### src/rtl/fetch_request_scheduler.sv
// fetch_request_scheduler: credit-limited instruction fetch issue with PC-tagged responses and flush drain
module fetch_request_scheduler #(
  parameter logic [31:0] P_RESET_PC        = 32'h0000_0000,
  parameter int          P_BUF_DEPTH       = 32,
  parameter int          P_MAX_OUTSTANDING = 4,
  parameter int          P_CNT_W           = 6
) (
  input  logic               iCLOCK,
  input  logic               inRESET,
  input  logic               iFLUSH,
  input  logic [31:0]        iFLUSH_PC,
  input  logic               iSTALL,
  output logic               oREQ_VALID,
  output logic [31:0]        oREQ_ADDR,
  input  logic               iREQ_BUSY,
  input  logic               iRSP_VALID,
  input  logic [31:0]        iRSP_INST,
  output logic               oBUF_WR_EN,
  output logic [31:0]        oBUF_WR_INST,
  output logic [31:0]        oBUF_WR_PC,
  input  logic               iBUF_POP,
  output logic               oBUF_FLUSH,
  output logic [3:0]         oOUTSTANDING,
  output logic [P_CNT_W-1:0] oCREDITS,
  output logic               oDRAINING
);
  typedef enum logic {RUN, DRAIN} state_t;
  localparam logic [2:0]         QM    = 3'(P_MAX_OUTSTANDING - 1);
  localparam logic [3:0]         MAXO  = 4'(P_MAX_OUTSTANDING);
  localparam logic [P_CNT_W-1:0] DEPTH = P_CNT_W'(P_BUF_DEPTH);
  state_t             state_q, state_d;
  logic [31:0]        pc_q, pc_d;
  logic [P_CNT_W-1:0] buf_q, buf_d;
  logic [3:0]         out_q, out_d, disc_q, disc_d;
  logic [2:0]         wp_q, wp_d, rp_q, rp_d;
  logic [31:0]        addr_q [0:7];
  logic               rsp, acc, wr, pop;
  // Pointers run mod 8 and are masked to the queue depth, which divides 8.
  assign oCREDITS     = DEPTH - buf_q - P_CNT_W'(out_q);
  assign rsp          = iRSP_VALID && out_q != 4'd0;
  assign oREQ_VALID   = inRESET && state_q == RUN && !iSTALL && !iFLUSH && oCREDITS != '0 && out_q < MAXO;
  assign acc          = oREQ_VALID && !iREQ_BUSY;
  assign wr           = inRESET && rsp && disc_q == 4'd0 && !iFLUSH;
  assign pop          = iBUF_POP && buf_q != '0;
  assign oREQ_ADDR    = pc_q;
  assign oBUF_WR_EN   = wr;
  assign oBUF_WR_INST = iRSP_INST;
  assign oBUF_WR_PC   = addr_q[rp_q & QM];
  assign oBUF_FLUSH   = iFLUSH;
  assign oOUTSTANDING = out_q;
  assign oDRAINING    = state_q == DRAIN;
  // Next-state: counters, PC redirect and discard bookkeeping for stale responses.
  always_comb begin
    out_d   = out_q + {3'b0, acc} - {3'b0, rsp};
    disc_d  = iFLUSH ? out_q - {3'b0, rsp} : disc_q - {3'b0, rsp && disc_q != 4'd0};
    buf_d   = iFLUSH ? '0 : (wr && iBUF_POP) ? buf_q : wr ? buf_q + 1'b1 : pop ? buf_q - 1'b1 : buf_q;
    pc_d    = iFLUSH ? iFLUSH_PC : acc ? pc_q + 32'd4 : pc_q;
    wp_d    = wp_q + {2'b0, acc};
    rp_d    = rp_q + {2'b0, rsp};
    state_d = disc_d != 4'd0 ? DRAIN : RUN;
  end
  // State register: RUN issues, DRAIN blocks issue until every stale response is dropped.
  always_ff @(posedge iCLOCK) begin
    if (!inRESET) begin
      state_q <= RUN;
      pc_q    <= P_RESET_PC;
      buf_q   <= '0;
      out_q   <= 4'd0;
      disc_q  <= 4'd0;
      wp_q    <= 3'd0;
      rp_q    <= 3'd0;
    end else begin
      state_q <= state_d;
      pc_q    <= pc_d;
      buf_q   <= buf_d;
      out_q   <= out_d;
      disc_q  <= disc_d;
      wp_q    <= wp_d;
      rp_q    <= rp_d;
    end
  end
  // Address queue: remembers the PC of each accepted request to tag its response.
  always_ff @(posedge iCLOCK) begin
    if (acc) addr_q[wp_q & QM] <= pc_q;
  end
`ifdef MIST1032ISA_SVA_ASSERTION
  a_rsp_without_request: assert property (@(posedge iCLOCK) disable iff (!inRESET) !(iRSP_VALID && out_q == 4'd0));
`endif
endmodule

### config.mk
export PLATFORM = sky130hd
export DESIGN_NAME = fetch_request_scheduler
export DESIGN_NICKNAME = d
export VERILOG_FILES = /design/src/rtl/fetch_request_scheduler.sv
export SDC_FILE = /design/constraint.sdc
export NUM_CORES = 1
export LEC_CHECK = 0
export ABC_CLOCK_PERIOD_IN_PS = 6900
export CORE_ASPECT_RATIO = 0.75
export CORE_UTILIZATION = 51
export DETAILED_ROUTE_END_ITERATION = 7
export PLACE_DENSITY = 0.83
export SETUP_SLACK_MARGIN = 0.05
export SLEW_MARGIN = 30
export SYNTH_ARGS = -nofsm -noshare
export SYNTH_HDL_FRONTEND = slang
export SYNTH_SLANG_ARGS = --single-unit
### constraint.sdc
create_clock -name iCLOCK -period 6.9 [get_ports iCLOCK]
set_clock_uncertainty 0.05 [all_clocks]
set_input_delay 1.38 -clock iCLOCK [delete_from_list [all_inputs] [get_ports iCLOCK]]
set_output_delay 1.38 -clock iCLOCK [all_outputs]
set_load 0.01 [all_outputs]
==> metrics <==
final-report setup violation count 0; simple-gate share of the synthesized area 7.65%; cell accounting for the most synthesized area edfxtp_1; commonest non-fill, non-tap cell in the layout edfxtp_1; Yosys top cell area share 47.4%; CP Max Fanout 48; H-tree Lvls 4; detailed router's first-iteration violation count 319; Non-Filler Instances 882; Die X-Extent 148 um; fin. max-slew vios 0; worst slack, placed 1.58 ns; DRC viols 0; Routed WL per cell 20.9 um; layout cells sized above 1 13.0%; ANT cells 0; area occupied by multi-input gates 0.00281 mm2; vias per cell 5.90; CP Data Arrival Time 3.90 ns; Synth Instances 578; Placer Congestion 0.806; Clock transition at path regs 0.07 ns; combinational family with the most area after synthesis multiplexers; status finished, final reports clean; antenna-violating nets left 0; fin nets 764; delay-heaviest family, CP buffers and inverters; max incr delay on CP 0.70 ns; Std-Cell Rows 39; core box area 0.0154 mm2; area growth from synthesis to layout 21.5%; Die Footprint 0.0164 mm2; CP bufs+invs 4; PwrDens 352 mW/mm2; reg2reg start buf_q[0]; FILL cells 1112; Adder-Cell Fraction of Synth Area 4.75%; Vias 5203; crit path time final 5.33 ns; share of the yosys chip area belonging to registers 60.0%; DP HPWL 12.4 mm; Total Routing Usage GR 23.5%; RSZ-0062 raised after global routing no; Syn. warnings 0; IO buf count 116; fin crit share 77.3%; number of flops mapped to enable cells by yosys 128; CTS tree done; setup TNS 0 ns; most frequent cells in the layout edfxtp_1, clkdlybuf4s50_1, dfxtp_1; Routed WL 18.4 mm; Worst Tran Pin Value 0.899 ns; Final Hold Fails 0; critical path startpoint inRESET; Mapped Avg Cell Area 14.0 um2; register bit total from synthesis 179; setup slack after layout 1.57 ns; # IOs 181; CP required 5.47 ns; total grt overflow 0; TritonCTS Sinks 179; clock buffer depth 2; CP Launch Type primary input; Root Driver clkbuf_16; f_max 188 MHz; Netlist cell types 54; Placed Cells 850; Max Cap Viol 0; Critical Path, Cell by Cell clkdlybuf4s50_1 > buf_4 > nand2b_1 > or4b_4 > inv_1 > clkdlybuf4s50_1; synthesized cell area 0.00811 mm2; worst skew pair latency 0.43 ns; leak pwr 3.35 nW; worst slew slack as a fraction of its limit 39.8%; initial antenna violation count 0; CP Capture Type output port; 1st-pass router iterations 5; Mapped Nets 678; Register Area 0.00487 mm2; Die Y 111 um; main area contributors after synthesis edfxtp_1, dfxtp_1, mux4_2, ha_1, buf_4; post-CTS setup buffer count 0; CP dominant cell by count clkdlybuf4s50_1; PnR Total Power 3.46 mW; vias in the first global route 5293; TritonCTS buffer count 17; mux cell area share after synthesis 10.3%; initial core utilization 52.7%; HP Class flip-flop to flip-flop; post-synthesis compound-gate area fraction 8.49%; Max VDD drop 0.406 mV; post-synthesis xor/xnor area fraction 3.32%; cts hold-fix bufs 0; ys flop type edfxtp_1; ys async rst share 0%; critical path type primary input to output port; CTS-repair resized insts 0; hold path start oREQ_ADDR[0]; pin count of the biggest net entering global routing 49; global-route wire length before repair 29.1 mm; slowest CP cell or4b_4
==> worst paths after layout <==
path             endpoint  slack (ns)  cells past startpoint
min reg2reg  addr_q[3][0]        0.50                      0
min          addr_q[3][0]        0.50                      0
max reg2reg  addr_q[3][3]        2.25                     11
max            oBUF_WR_EN        1.57                      6
==> kinds of logic (layout without fill, tap and decap cells) <==
group	count (synthesis)	count (layout)
AOI/OAI and AO/OA	109	109
xor gates and xnor gates	29	29
adders and majority gates	29	29
buffers and inverters	82	181
DFF	179	179
muxes	42	42
and+or+nand+nor	108	108
==> worst register-to-register path, stage by stage, from the launching register on <==
cell,delay (ns)
dfxtp_1,0.45
inv_1,0.12
ha_1,0.19
ha_1,0.21
fa_1,0.44
a21o_1,0.20
a21oi_2,0.25
mux2i_4,0.60
o21ai_2,0.35
nor2_1,0.31
and3_1,0.71
buf_4,0.44
==> flip-flops by register name, indices dropped and copies added, names as in the netlist <==
signal / cells
buf_q: 6
disc_q: 4
oOUTSTANDING: 4
rp_q: 2
wp_q: 2
addr_q: 128
oDRAINING: 1
oREQ_ADDR: 32
==> Yosys cell counts (5+ instances only) <==
cell type / count
xnor2_1: 15
ha_1: 26
a21oi_1: 19
or4_1: 6
o31ai_1: 5
edfxtp_1: 128
nor2_1: 19
xor2_1: 12
clkbuf_1: 18
o2111ai_1: 8
nor4_1: 6
nand3_1: 8
o211ai_1: 5
and3_1: 9
inv_1: 22
buf_4: 34
and2_1: 12
buf_1: 5
dfxtp_1: 51
or3_1: 7
o21ai_0: 38
mux4_2: 32
mux2i_1: 8
nand2_1: 15
a31oi_1: 13
==> report_power, final <==
group	switching (mW)	total, mW	leakage, nW	internal, mW
Clock	0.413	0.961	0.271	0.547
Combinational	0.580	1.20	1.49	0.622
Sequential	0.0888	1.30	1.59	1.21
Total	1.08	3.46	3.35	2.38
==> routing by layer <==
metal / vias up / wire length, um / global-route usage, %
met3: 67 / 1200 / 5.35
met5: - / 0 / 0
met1: 2567 / 7480 / 29.0
li1: 2357 / - / -
met2: 212 / 9210 / 39.7
met4: 0 / 529 / 10.3
==> area by class of cell <==
type	instances	share of cell area, %
Sequential cell	179	49.4
Multi-Input combinational cell	317	28.5
Timing Repair Buffer	127	12.6
Clock buffer	19	4.50
Tap cell	205	2.60
Clock inverter	13	1.47
Inverter	22	0.839
==> per-stage QoR <==
| step | utilization (%) | hold WS [ns] | instance area (um2) |
|---|---|---|---|
| 3_5_place_dp | 60.2 | 0.478 | 9260 |
| 4_1_cts | 64.1 | 0.489 | 9850 |
| 6_report | 64.1 | 0.501 | 9850 |
| 3_3_place_gp | 60.2 | 0.461 | 9260 |
| 5_1_grt | 64.1 | 0.517 | 9850 |
| 2_1_floorplan | - | 0.421 | 8110 |
Note: power is estimated with default switching activity, not from simulation.
